--- config.mk ---
export PLATFORM = sky130hd
export DESIGN_NAME = egress_stage
export DESIGN_NICKNAME = d
export VERILOG_FILES = /design/src/rtl/egress_pkg.sv /design/src/rtl/egress_out_slot.sv /design/src/rtl/egress_stage.sv
export SDC_FILE = /design/constraint.sdc
export NUM_CORES = 1
export LEC_CHECK = 0
export ABC_AREA = 1
export BUFFER_PORTS_ARGS = -buffer_cell sky130_fd_sc_hd__buf_2
export CAP_MARGIN = 0
export CORE_AREA = 2 2 388 390
export DETAILED_ROUTE_END_ITERATION = 12
export DIE_AREA = 0 0 390 392
export GPL_TIMING_DRIVEN = 1
export PLACE_DENSITY = 0.33
export SYNTH_ARGS = -nofsm -noshare
export SYNTH_HDL_FRONTEND = slang
export SYNTH_SLANG_ARGS = --single-unit
export TNS_END_PERCENT = 10
--- constraint.sdc ---
create_clock -name AXI_ACLK -period 29.2 [get_ports AXI_ACLK]
set_input_delay 5.84 -clock AXI_ACLK [delete_from_list [all_inputs] [get_ports AXI_ACLK]]
set_output_delay 5.84 -clock AXI_ACLK [all_outputs]
set_load 0.01 [all_outputs]
--- src/rtl/egress_pkg.sv ---
// Shared header field positions, FSM encoding and checksum helper for the egress stage.
package egress_pkg;

  localparam int MAC_LSB   = 160;
  localparam int MAC_W     = 48;
  localparam int ETYPE_LSB = 144;
  localparam int TTL_LSB   = 72;
  localparam int CSUM_LSB  = 48;

  localparam logic [15:0] ETH_IPV4 = 16'h0800;

  typedef enum logic [1:0] {
    IDLE = 2'd0,
    FWD  = 2'd1,
    DROP = 2'd2
  } state_e;

  // Decrementing TTL lowers the TTL/protocol word by 0x0100, so the stored
  // one's-complement checksum rises by 0x0100 with end-around carry.
  function automatic logic [15:0] csum_ttl_dec(input logic [15:0] csum);
    logic [16:0] sum17;
    sum17 = {1'b0, csum} + 17'h00100;
    return sum17[15:0] + {15'd0, sum17[16]};
  endfunction

endpackage

--- src/rtl/egress_out_slot.sv ---
// Single-entry valid/ready output register; contents hold while valid and not ready.
module egress_out_slot #(
  parameter int DATA_W = 256,
  parameter int USER_W = 128
) (
  input  logic                clk_i,
  input  logic                rst_i,
  input  logic                load_i,
  input  logic [DATA_W-1:0]   data_i,
  input  logic [DATA_W/8-1:0] strb_i,
  input  logic [USER_W-1:0]   user_i,
  input  logic                last_i,
  input  logic                m_ready_i,
  output logic                free_o,
  output logic                valid_o,
  output logic [DATA_W-1:0]   data_o,
  output logic [DATA_W/8-1:0] strb_o,
  output logic [USER_W-1:0]   user_o,
  output logic                last_o
);

  logic                valid_q;
  logic [DATA_W-1:0]   data_q;
  logic [DATA_W/8-1:0] strb_q;
  logic [USER_W-1:0]   user_q;
  logic                last_q;

  assign free_o = !valid_q || m_ready_i;

  always_ff @(posedge clk_i or posedge rst_i) begin
    if (rst_i) begin
      valid_q <= 1'b0;
      data_q  <= '0;
      strb_q  <= '0;
      user_q  <= '0;
      last_q  <= 1'b0;
    end else begin
      valid_q <= load_i || (valid_q && !m_ready_i);
      if (load_i) begin
        data_q <= data_i;
        strb_q <= strb_i;
        user_q <= user_i;
        last_q <= last_i;
      end
    end
  end

  assign valid_o = valid_q;
  assign data_o  = data_q;
  assign strb_o  = strb_q;
  assign user_o  = user_q;
  assign last_o  = last_q;

endmodule

--- src/rtl/egress_stage.sv ---
// Pairs each packet with a forwarding decision, drops or forwards it, patches
// TTL/checksum/source MAC on the first word and counts tx/drop packets.
module egress_stage
  import egress_pkg::*;
#(
  parameter int C_S_AXI_DATA_WIDTH   = 32,
  parameter int C_M_AXIS_DATA_WIDTH  = 256,
  parameter int C_S_AXIS_DATA_WIDTH  = 256,
  parameter int C_M_AXIS_TUSER_WIDTH = 128,
  parameter int C_S_AXIS_TUSER_WIDTH = 128,
  parameter int DST_PORT_POS         = 24
) (
  input  logic                                AXI_ACLK,
  input  logic                                AXI_RESET,
  input  logic [C_S_AXIS_DATA_WIDTH-1:0]      S_AXIS_TDATA,
  input  logic [C_S_AXIS_DATA_WIDTH/8-1:0]    S_AXIS_TSTRB,
  input  logic [C_S_AXIS_TUSER_WIDTH-1:0]     S_AXIS_TUSER,
  input  logic                                S_AXIS_TVALID,
  input  logic                                S_AXIS_TLAST,
  output logic                                S_AXIS_TREADY,
  input  logic                                dec_valid,
  output logic                                dec_ready,
  input  logic                                dec_drop,
  input  logic                                dec_rewrite,
  input  logic [7:0]                          dec_dst_port,
  input  logic [47:0]                         dec_src_mac,
  output logic [C_M_AXIS_DATA_WIDTH-1:0]      M_AXIS_TDATA,
  output logic [C_M_AXIS_DATA_WIDTH/8-1:0]    M_AXIS_TSTRB,
  output logic [C_M_AXIS_TUSER_WIDTH-1:0]     M_AXIS_TUSER,
  output logic                                M_AXIS_TVALID,
  output logic                                M_AXIS_TLAST,
  input  logic                                M_AXIS_TREADY,
  input  logic [31:0]                         clear_counters,
  output logic [C_S_AXI_DATA_WIDTH-1:0]       tx_count,
  output logic [C_S_AXI_DATA_WIDTH-1:0]       drop_count
);

  state_e                            state_q, state_d;
  logic [7:0]                        port_q;
  logic [C_S_AXI_DATA_WIDTH-1:0]     tx_q, drop_q;
  logic                              slot_free, is_ipv4, eff_drop, first_ok;
  logic                              s_ready, dec_rdy, load, tx_inc, drop_inc;
  logic [C_S_AXIS_DATA_WIDTH-1:0]    first_data, slot_data;
  logic [C_S_AXIS_TUSER_WIDTH-1:0]   slot_user;
  logic                              unused_clr;

  assign unused_clr = ^clear_counters[31:1];

  assign is_ipv4  = S_AXIS_TDATA[ETYPE_LSB +: 16] == ETH_IPV4;
  assign eff_drop = dec_drop || (dec_rewrite && is_ipv4 && S_AXIS_TDATA[TTL_LSB +: 8] == 8'd0);
  assign first_ok = dec_valid && (eff_drop || slot_free);

  always_comb begin
    first_data = S_AXIS_TDATA;
    if (dec_rewrite) begin
      first_data[MAC_LSB +: MAC_W] = dec_src_mac;
      if (is_ipv4) begin
        first_data[TTL_LSB +: 8]   = S_AXIS_TDATA[TTL_LSB +: 8] - 8'd1;
        first_data[CSUM_LSB +: 16] = csum_ttl_dec(S_AXIS_TDATA[CSUM_LSB +: 16]);
      end
    end
  end

  always_ff @(posedge AXI_ACLK or posedge AXI_RESET) begin
    if (AXI_RESET) state_q <= IDLE;
    else           state_q <= state_d;
  end

  always_comb begin
    state_d = state_q;
    case (state_q)
      IDLE:    if (S_AXIS_TVALID && first_ok && !S_AXIS_TLAST) state_d = eff_drop ? DROP : FWD;
      FWD:     if (S_AXIS_TVALID && slot_free && S_AXIS_TLAST) state_d = IDLE;
      DROP:    if (S_AXIS_TVALID && S_AXIS_TLAST) state_d = IDLE;
      default: state_d = IDLE;
    endcase
  end

  // Ready/decision outputs are forced low while reset is asserted.
  always_comb begin
    s_ready  = 1'b0;
    dec_rdy  = 1'b0;
    load     = 1'b0;
    tx_inc   = 1'b0;
    drop_inc = 1'b0;
    if (!AXI_RESET) begin
      case (state_q)
        IDLE: begin
          s_ready = first_ok;
          if (S_AXIS_TVALID && first_ok) begin
            dec_rdy  = 1'b1;
            drop_inc = eff_drop;
            tx_inc   = !eff_drop;
            load     = !eff_drop;
          end
        end
        FWD: begin
          s_ready = slot_free;
          load    = S_AXIS_TVALID && slot_free;
        end
        DROP:    s_ready = 1'b1;
        default: s_ready = 1'b0;
      endcase
    end
  end

  assign S_AXIS_TREADY = s_ready;
  assign dec_ready     = dec_rdy;

  always_comb begin
    slot_data = (state_q == IDLE) ? first_data : S_AXIS_TDATA;
    slot_user = S_AXIS_TUSER;
    slot_user[DST_PORT_POS +: 8] = (state_q == IDLE) ? dec_dst_port : port_q;
  end

  always_ff @(posedge AXI_ACLK or posedge AXI_RESET) begin
    if (AXI_RESET)                      port_q <= 8'd0;
    else if (state_q == IDLE && load)   port_q <= dec_dst_port;
  end

  always_ff @(posedge AXI_ACLK or posedge AXI_RESET) begin
    if (AXI_RESET) begin
      tx_q   <= '0;
      drop_q <= '0;
    end else if (clear_counters[0]) begin
      tx_q   <= '0;
      drop_q <= '0;
    end else begin
      if (tx_inc)   tx_q   <= tx_q + 1'b1;
      if (drop_inc) drop_q <= drop_q + 1'b1;
    end
  end

  assign tx_count   = tx_q;
  assign drop_count = drop_q;

  egress_out_slot #(
    .DATA_W(C_S_AXIS_DATA_WIDTH),
    .USER_W(C_S_AXIS_TUSER_WIDTH)
  ) u_slot (
    .clk_i     (AXI_ACLK),
    .rst_i     (AXI_RESET),
    .load_i    (load),
    .data_i    (slot_data),
    .strb_i    (S_AXIS_TSTRB),
    .user_i    (slot_user),
    .last_i    (S_AXIS_TLAST),
    .m_ready_i (M_AXIS_TREADY),
    .free_o    (slot_free),
    .valid_o   (M_AXIS_TVALID),
    .data_o    (M_AXIS_TDATA),
    .strb_o    (M_AXIS_TSTRB),
    .user_o    (M_AXIS_TUSER),
    .last_o    (M_AXIS_TLAST)
  );

endmodule
==> results of run 1 <==
[final cells by class]
cell class                 count  area [µm²]
timing repair buffer         984        5010
clock buffer                 106        2040
antenna                       15        37.5
clock inverter                21         342
sequential                   492       12300
fill                       17000      117000
inverter                      67         259
multi-input combinational   2109        9330
tap                         1944        2430
[synthesized netlist by cell type (2+ instances only)]
library cell	instances	area share
a21oi_1	4	0.00088
buf_1	9	0.0015
buf_2	45	0.010
buf_4	12	0.0040
clkbuf_1	109	0.018
dfrtp_1	492	0.54
ha_1	8	0.0044
inv_1	66	0.011
nand2_1	1276	0.21
nand3_1	488	0.11
nand3b_1	38	0.013
nand4_1	21	0.0058
nor2_1	131	0.022
nor3_1	21	0.0046
nor4_1	12	0.0033
o21ai_0	26	0.0058
o21bai_1	2	0.00066
xnor2_1	31	0.012
xor2_1	45	0.017
[power by group through the flow]
| stage | Combinational (mW) | Sequential (mW) | Clock (mW) |
|---|---|---|---|
| 2_1_floorplan | 0.358 | 1.23 | 0 |
| 3_3_place_gp | 1.04 | 1.10 | 0 |
| 3_5_place_dp | 1.03 | 1.11 | 0 |
| 4_1_cts | 1.03 | 1.10 | 0.948 |
| 5_1_grt | 1.12 | 1.14 | 0.973 |
| 6_report | 0.997 | 1.10 | 0.903 |
[registers in the layout, summed over array words and instances (netlist names)]
name and flops:
tx_count 32, u_slot.valid_o 1, u_slot.strb_o 32, u_slot.data_o 256, u_slot.user_o 128, state_q 2
u_slot.last_o 1, port_q 8, drop_count 32
[cells by family (layout without fill, tap and decap cells)]
kind of cell / after synthesis / after routing / synth area share
buffers and inverters: 243 / 1178 / 0.0451
adder cells (fa/ha/maj): 8 / 8 / 0.00442
flip-flops: 492 / 492 / 0.544
AO/OA/AOI/OAI: 34 / 34 / 0.00802
XOR/XNOR: 76 / 76 / 0.0294
AND/OR/NAND/NOR: 1991 / 1991 / 0.369
other: 0 / 15 / 0
[routing by layer]
layer  vias up  wire [µm]  global-route usage
met5         -        123                   0
met4        18       2270              0.0487
met1     10600      45400               0.167
li1      10900          -                   -
met2       634      53300               0.230
met3       152       9420              0.0520
[worst max path at each step]
stage               slack [ns]              from                        end
floorplan                 3.37         AXI_RESET  drop_count[0]$_DFFE_PP0P_
global placement         16.00  S_AXIS_TDATA[72]                  dec_ready
detailed placement       16.01  S_AXIS_TDATA[72]                  dec_ready
CTS                      15.99  S_AXIS_TDATA[72]                  dec_ready
global route             15.91  S_AXIS_TDATA[72]                  dec_ready
finish                   16.08  S_AXIS_TDATA[72]                  dec_ready
[per-stage QoR]
stage | setup WS, ns | std cells | area, µm² | hold slack (ns)
2_1_floorplan | 3.37 | 2844 | 22600 | 0.501
3_3_place_gp | 16.00 | 5596 | 29300 | 0.449
3_5_place_dp | 16.01 | 5596 | 29300 | 0.453
4_1_cts | 15.99 | 5723 | 31700 | 0.466
5_1_grt | 15.91 | 5736 | 31800 | 0.476
6_report | 16.08 | 5738 | 31800 | 0.460
[critical path, cell delays in order]
cell and delay (ns):
buf_2 0.11, inv_1 0.09, ha_1 0.16, nand2_1 0.05, nor2_1 0.12, nand4_1 0.21
nand3_1 0.23, nand4_1 0.21, inv_1 0.10, buf_2 0.14
==> qor.yml, run 1 <==
antenna_found_initial: 39
die_w_um: 390
path_clk_slew_ns: 0.05
power.share.sequential: 0.367
cp_max_fo: 3
drt-wirelength-per-cell_um: 19.3
hold_buffers: 0
drc: 0
final_max_slew_viol_count: 0
crit_arrival_ns: 7.28
synthArstFlopShare: 1.00
nNetsFinal: 4244
cts_buffers: 70
drive_gt1_frac: 0.291
ir_drop_mv: 0.0355
min_path_cells: 2
syn_nets: 3364
hold_class: "flip-flop to flip-flop"
setup_viol: 0
final-hold-violation-count: 0
grt_use_total: 0.140
cts-root-buf: "clkbuf_16"
avgSynthCellArea_um2: 7.96
io_buffer_count: 956
finalPower_mw: 3.00
regToRegStartpoint: "state_q[1]$_DFFE_PP0P_"
syn_to_final_growth_pct: 40.4
dp_hpwl_mm: 83.2
rsz0062_at_grt: "no"
clock_latency_ns: 0.65
grt_pass1_vias: 22400
first_iter_violations: 1087
clk_path_buf_depth: 3
r2r-end: "u_slot.data_o[183]$_DFFE_PP0P_"
worst_setup_path_end_kind: "primary output"
fin_worst_skew_ns: 0.0207
sw_frac_of_total: 0.385
cts_tree: "yes"
fin_crit_sh: 0.449
ys.flop_type: "dfrtp_1"
mostFrequentLayoutCells: "nand2_1 (1,275), buf_2 (956), dfrtp_1 (492)"
io_pins: 996
cp.required_ns: 23.36
start_util: 0.152
power_density_nw_per_um2: 94.5
worstMarginPinSlew_ns: 1.17
clock-sinks: 492
num_vias: 22200
hold_end: "u_slot.data_o[73]$_DFFE_PP0P_"
p_comb_frac: 0.332
overflow: 0
viasPerCell: 3.88
critPathLaunchType: "input port"
grt_first_pass_wirelength_mm: 158
drv_cap: 0
clockPowerShare: 0.301
htreeDepth: 3
drt-total-wl_mm: 111
period_needed_ns: 13.12
die_area_um2: 153000
ant_nets: 0
mappedNetlistArea_um2: 22600
drtPass1Iterations: 6
switchingPower_mw: 1.16
p_int_mw: 1.85
ys_types: 27
synth_edf_count: 0
synthCells: 2844
yosysSeqAreaShare: 0.544
status: "finished clean"
yosysWarnings: 0
fmax_ghz: 0.0762
post-route-util: 0.213
grt_max_degree: 145
reg2regPathDepth: 10
worstHoldStart: "u_slot.data_o[73]$_DFFE_PP0P_"
core_area_um2: 149000
tns_ns: 0
gp_congestion: 0.821
synth_seq_cells: 492
p_leak_nw: 17.2
post_cts_resized: 0
max-slew-margin-rel: 0.216
final_common_cell: "nand2_1"
fp.dieH_um: 392
path_class: "input port to primary output"
r2r_slack_ns: 24.33
cts_setup_buffers: 0
rows: 142
Power figures use the tool's default switching activity.
==> run 2: changes to the inputs <==
- clock period: 29.2 -> 12.42 ns (I/O delays scaled with it)
==> run 2 against run 1 <==
Compared with the run above: worst setup slack worse by 10 ns; final area about the same; register-to-register slack worse by 16 ns; combinational power up 140%; routed wire length down 0.13%; sequential share of layout area about the same; final cell count about the same; flip-flop and latch count unchanged; hold slack better by 0.0012 ns; non-clock buffer count down 7; largest power group unchanged.
==> qor.yml, run 2 (synthesized netlist as in run 1, its figures left out) <==
fill_cells: 17000  # -0.30%
io_buffer_count: 956  # unchanged
critPathLaunchType: "input port"
grt_first_pass_wirelength_mm: 158  # about the same
multiInputGateArea_um2: 9330  # unchanged
mostFrequentLayoutCells: "nand2_1 (1,275), buf_2 (956), dfrtp_1 (492)"
cp_max_fo: 3  # unchanged
fmax_ghz: 0.153
period_needed_ns: 6.51
drive_gt1_frac: 0.291  # +0.000462
fin_crit_sh: 0.525
overflow: 0  # unchanged
fp.dieH_um: 392  # unchanged
grt_max_degree: 179  # +23%
worstMarginPinSlew_ns: 1.13  # -0.0400 ns
cts-root-buf: "clkbuf_16"
cts_tree: "yes"
dp_hpwl_mm: 81.9  # -1.5%
drtPass1Iterations: 7  # +1
r2r_slack_ns: 7.84  # -16.49 ns
max-slew-margin-rel: 0.242  # +0.0267
grt_pass1_vias: 22400  # -0.20%
clk_path_buf_depth: 3  # unchanged
ant_nets: 0  # unchanged
status: "finished clean"
place_area_um2: 29400  # about the same
syn_to_final_growth_pct: 40.3  # about the same
p_leak_nw: 17.2  # about the same
regArea_um2: 12300  # unchanged
htreeDepth: 3  # unchanged
dp_slack_ns: 5.52  # -10.49 ns
start_util: 0.152  # unchanged
num_vias: 22300  # +0.045%
drt-total-wl_mm: 110  # -0.13%
hold_class: "flip-flop to flip-flop"
final_max_slew_viol_count: 0  # unchanged
viasPerCell: 3.88  # about the same
gp_congestion: 0.853  # +3.9%
crit_arrival_ns: 4.03  # -3.25 ns
largest_reg_flops: 256  # unchanged
antenna_found_initial: 44  # +13%
hold_buffers: 0  # unchanged
worst_setup_path_end_kind: "primary output"
rows: 142  # unchanged
tns_ns: 0  # unchanged
post_cts_resized: 0  # unchanged
cp.required_ns: 9.94  # -13.42 ns
core_area_um2: 149000  # unchanged
whs_ns: 0.461  # +0.00116 ns
clock_latency_ns: 0.66  # about the same
io_pins: 996  # unchanged
drv_cap: 0  # unchanged
fin_area_um2: 31700  # about the same
final-hold-violation-count: 0  # unchanged
path_clk_slew_ns: 0.06  # about the same
grt_use_total: 0.140  # about the same
ir_drop_mv: 0.0925  # +160%
cts_buffers: 73  # +4.3%
drt-wirelength-per-cell_um: 19.3  # about the same
final_common_cell: "nand2_1"
cts_setup_buffers: 0  # unchanged
power_density_nw_per_um2: 221  # +130%
post-route-util: 0.213  # about the same
fin_worst_skew_ns: 0.0254  # +0.00465 ns
drc: 0  # unchanged
clock-sinks: 492  # unchanged
first_iter_violations: 1161  # +6.8%
path_class: "input port to primary output"
setup_viol: 0  # unchanged
nNetsFinal: 4240  # -0.094%
fin_ws_ns: 5.91  # -10.17 ns
rsz0062_at_grt: "no"
die_area_um2: 153000  # unchanged
die_w_um: 390  # unchanged
-- run 2: cell types whose count changed in the layout (fill, tap and decap cells not counted), sizes merged --
cell	change
bufinv	-6
diode	+3
buf	-7
clkbuf	+2
clkinv	+5
-- run 2: per-layer routing --
| layer | global-route usage | part of all wire | vias to the layer above |
|---|---|---|---|
| met1 | 0.169 | 0.41 | 10500 |
| met4 | 0.0460 | 0.024 | 20 |
| met3 | 0.0482 | 0.083 | 151 |
| li1 | - | - | 10900 |
| met2 | 0.232 | 0.48 | 671 |
| met5 | 0 | 0.0013 | - |
-- run 2: path summary, 6_finish.rpt --
check                                                from                        endpoint  cells after the start
max                                      S_AXIS_TDATA[72]                   S_AXIS_TREADY                     10
max reg2reg                        state_q[1]$_DFFE_PP0P_  u_slot.data_o[224]$_DFFE_PP0P_                      8
min reg2reg                u_slot.data_o[157]$_DFFE_PP0P_  u_slot.data_o[157]$_DFFE_PP0P_                      2
min in group asynchronous                       AXI_RESET         tx_count[1]$_DFFE_PP0P_                      2
min                        u_slot.data_o[157]$_DFFE_PP0P_  u_slot.data_o[157]$_DFFE_PP0P_                      2
max in group asynchronous                       AXI_RESET   u_slot.data_o[21]$_DFFE_PP0P_                      4
-- run 2: area by class of cell --
cell class              count  area share
diodes                     18     0.00142
clock buffers             108      0.0677
clock inverters            20     0.00564
inverters                  67     0.00816
multi-input cells        2109       0.294
flip-flops and latches    492       0.388
well taps                1944      0.0766
repair buffers            977       0.158
-- run 2: where the power goes --
group | switching, mW | leakage [nW] | total, mW | internal, mW
Combinational | 1.54 | 9.83 | 2.35 | 0.806
Clock | 0.845 | 1.15 | 2.06 | 1.22
Sequential | 0.343 | 6.23 | 2.59 | 2.25
Total | 2.73 | 17.2 | 7.00 | 4.27
-- run 2: metrics by stage --
stage / power [mW] / std cells
6_report: 7.00 / 5735
5_1_grt: 7.53 / 5727
4_1_cts: 7.20 / 5717
3_5_place_dp: 5.05 / 5589
3_3_place_gp: 5.04 / 5589
2_1_floorplan: 3.74 / 2844
-- run 2: critical path, stage by stage --
cell and delay [ns]:
buf_2 0.17, inv_1 0.13, ha_1 0.16, nand2_1 0.05, nor2_1 0.14, nand4_1 0.21
nand3_1 0.21, nand3_1 0.09, a21oi_1 0.18, buf_2 0.19
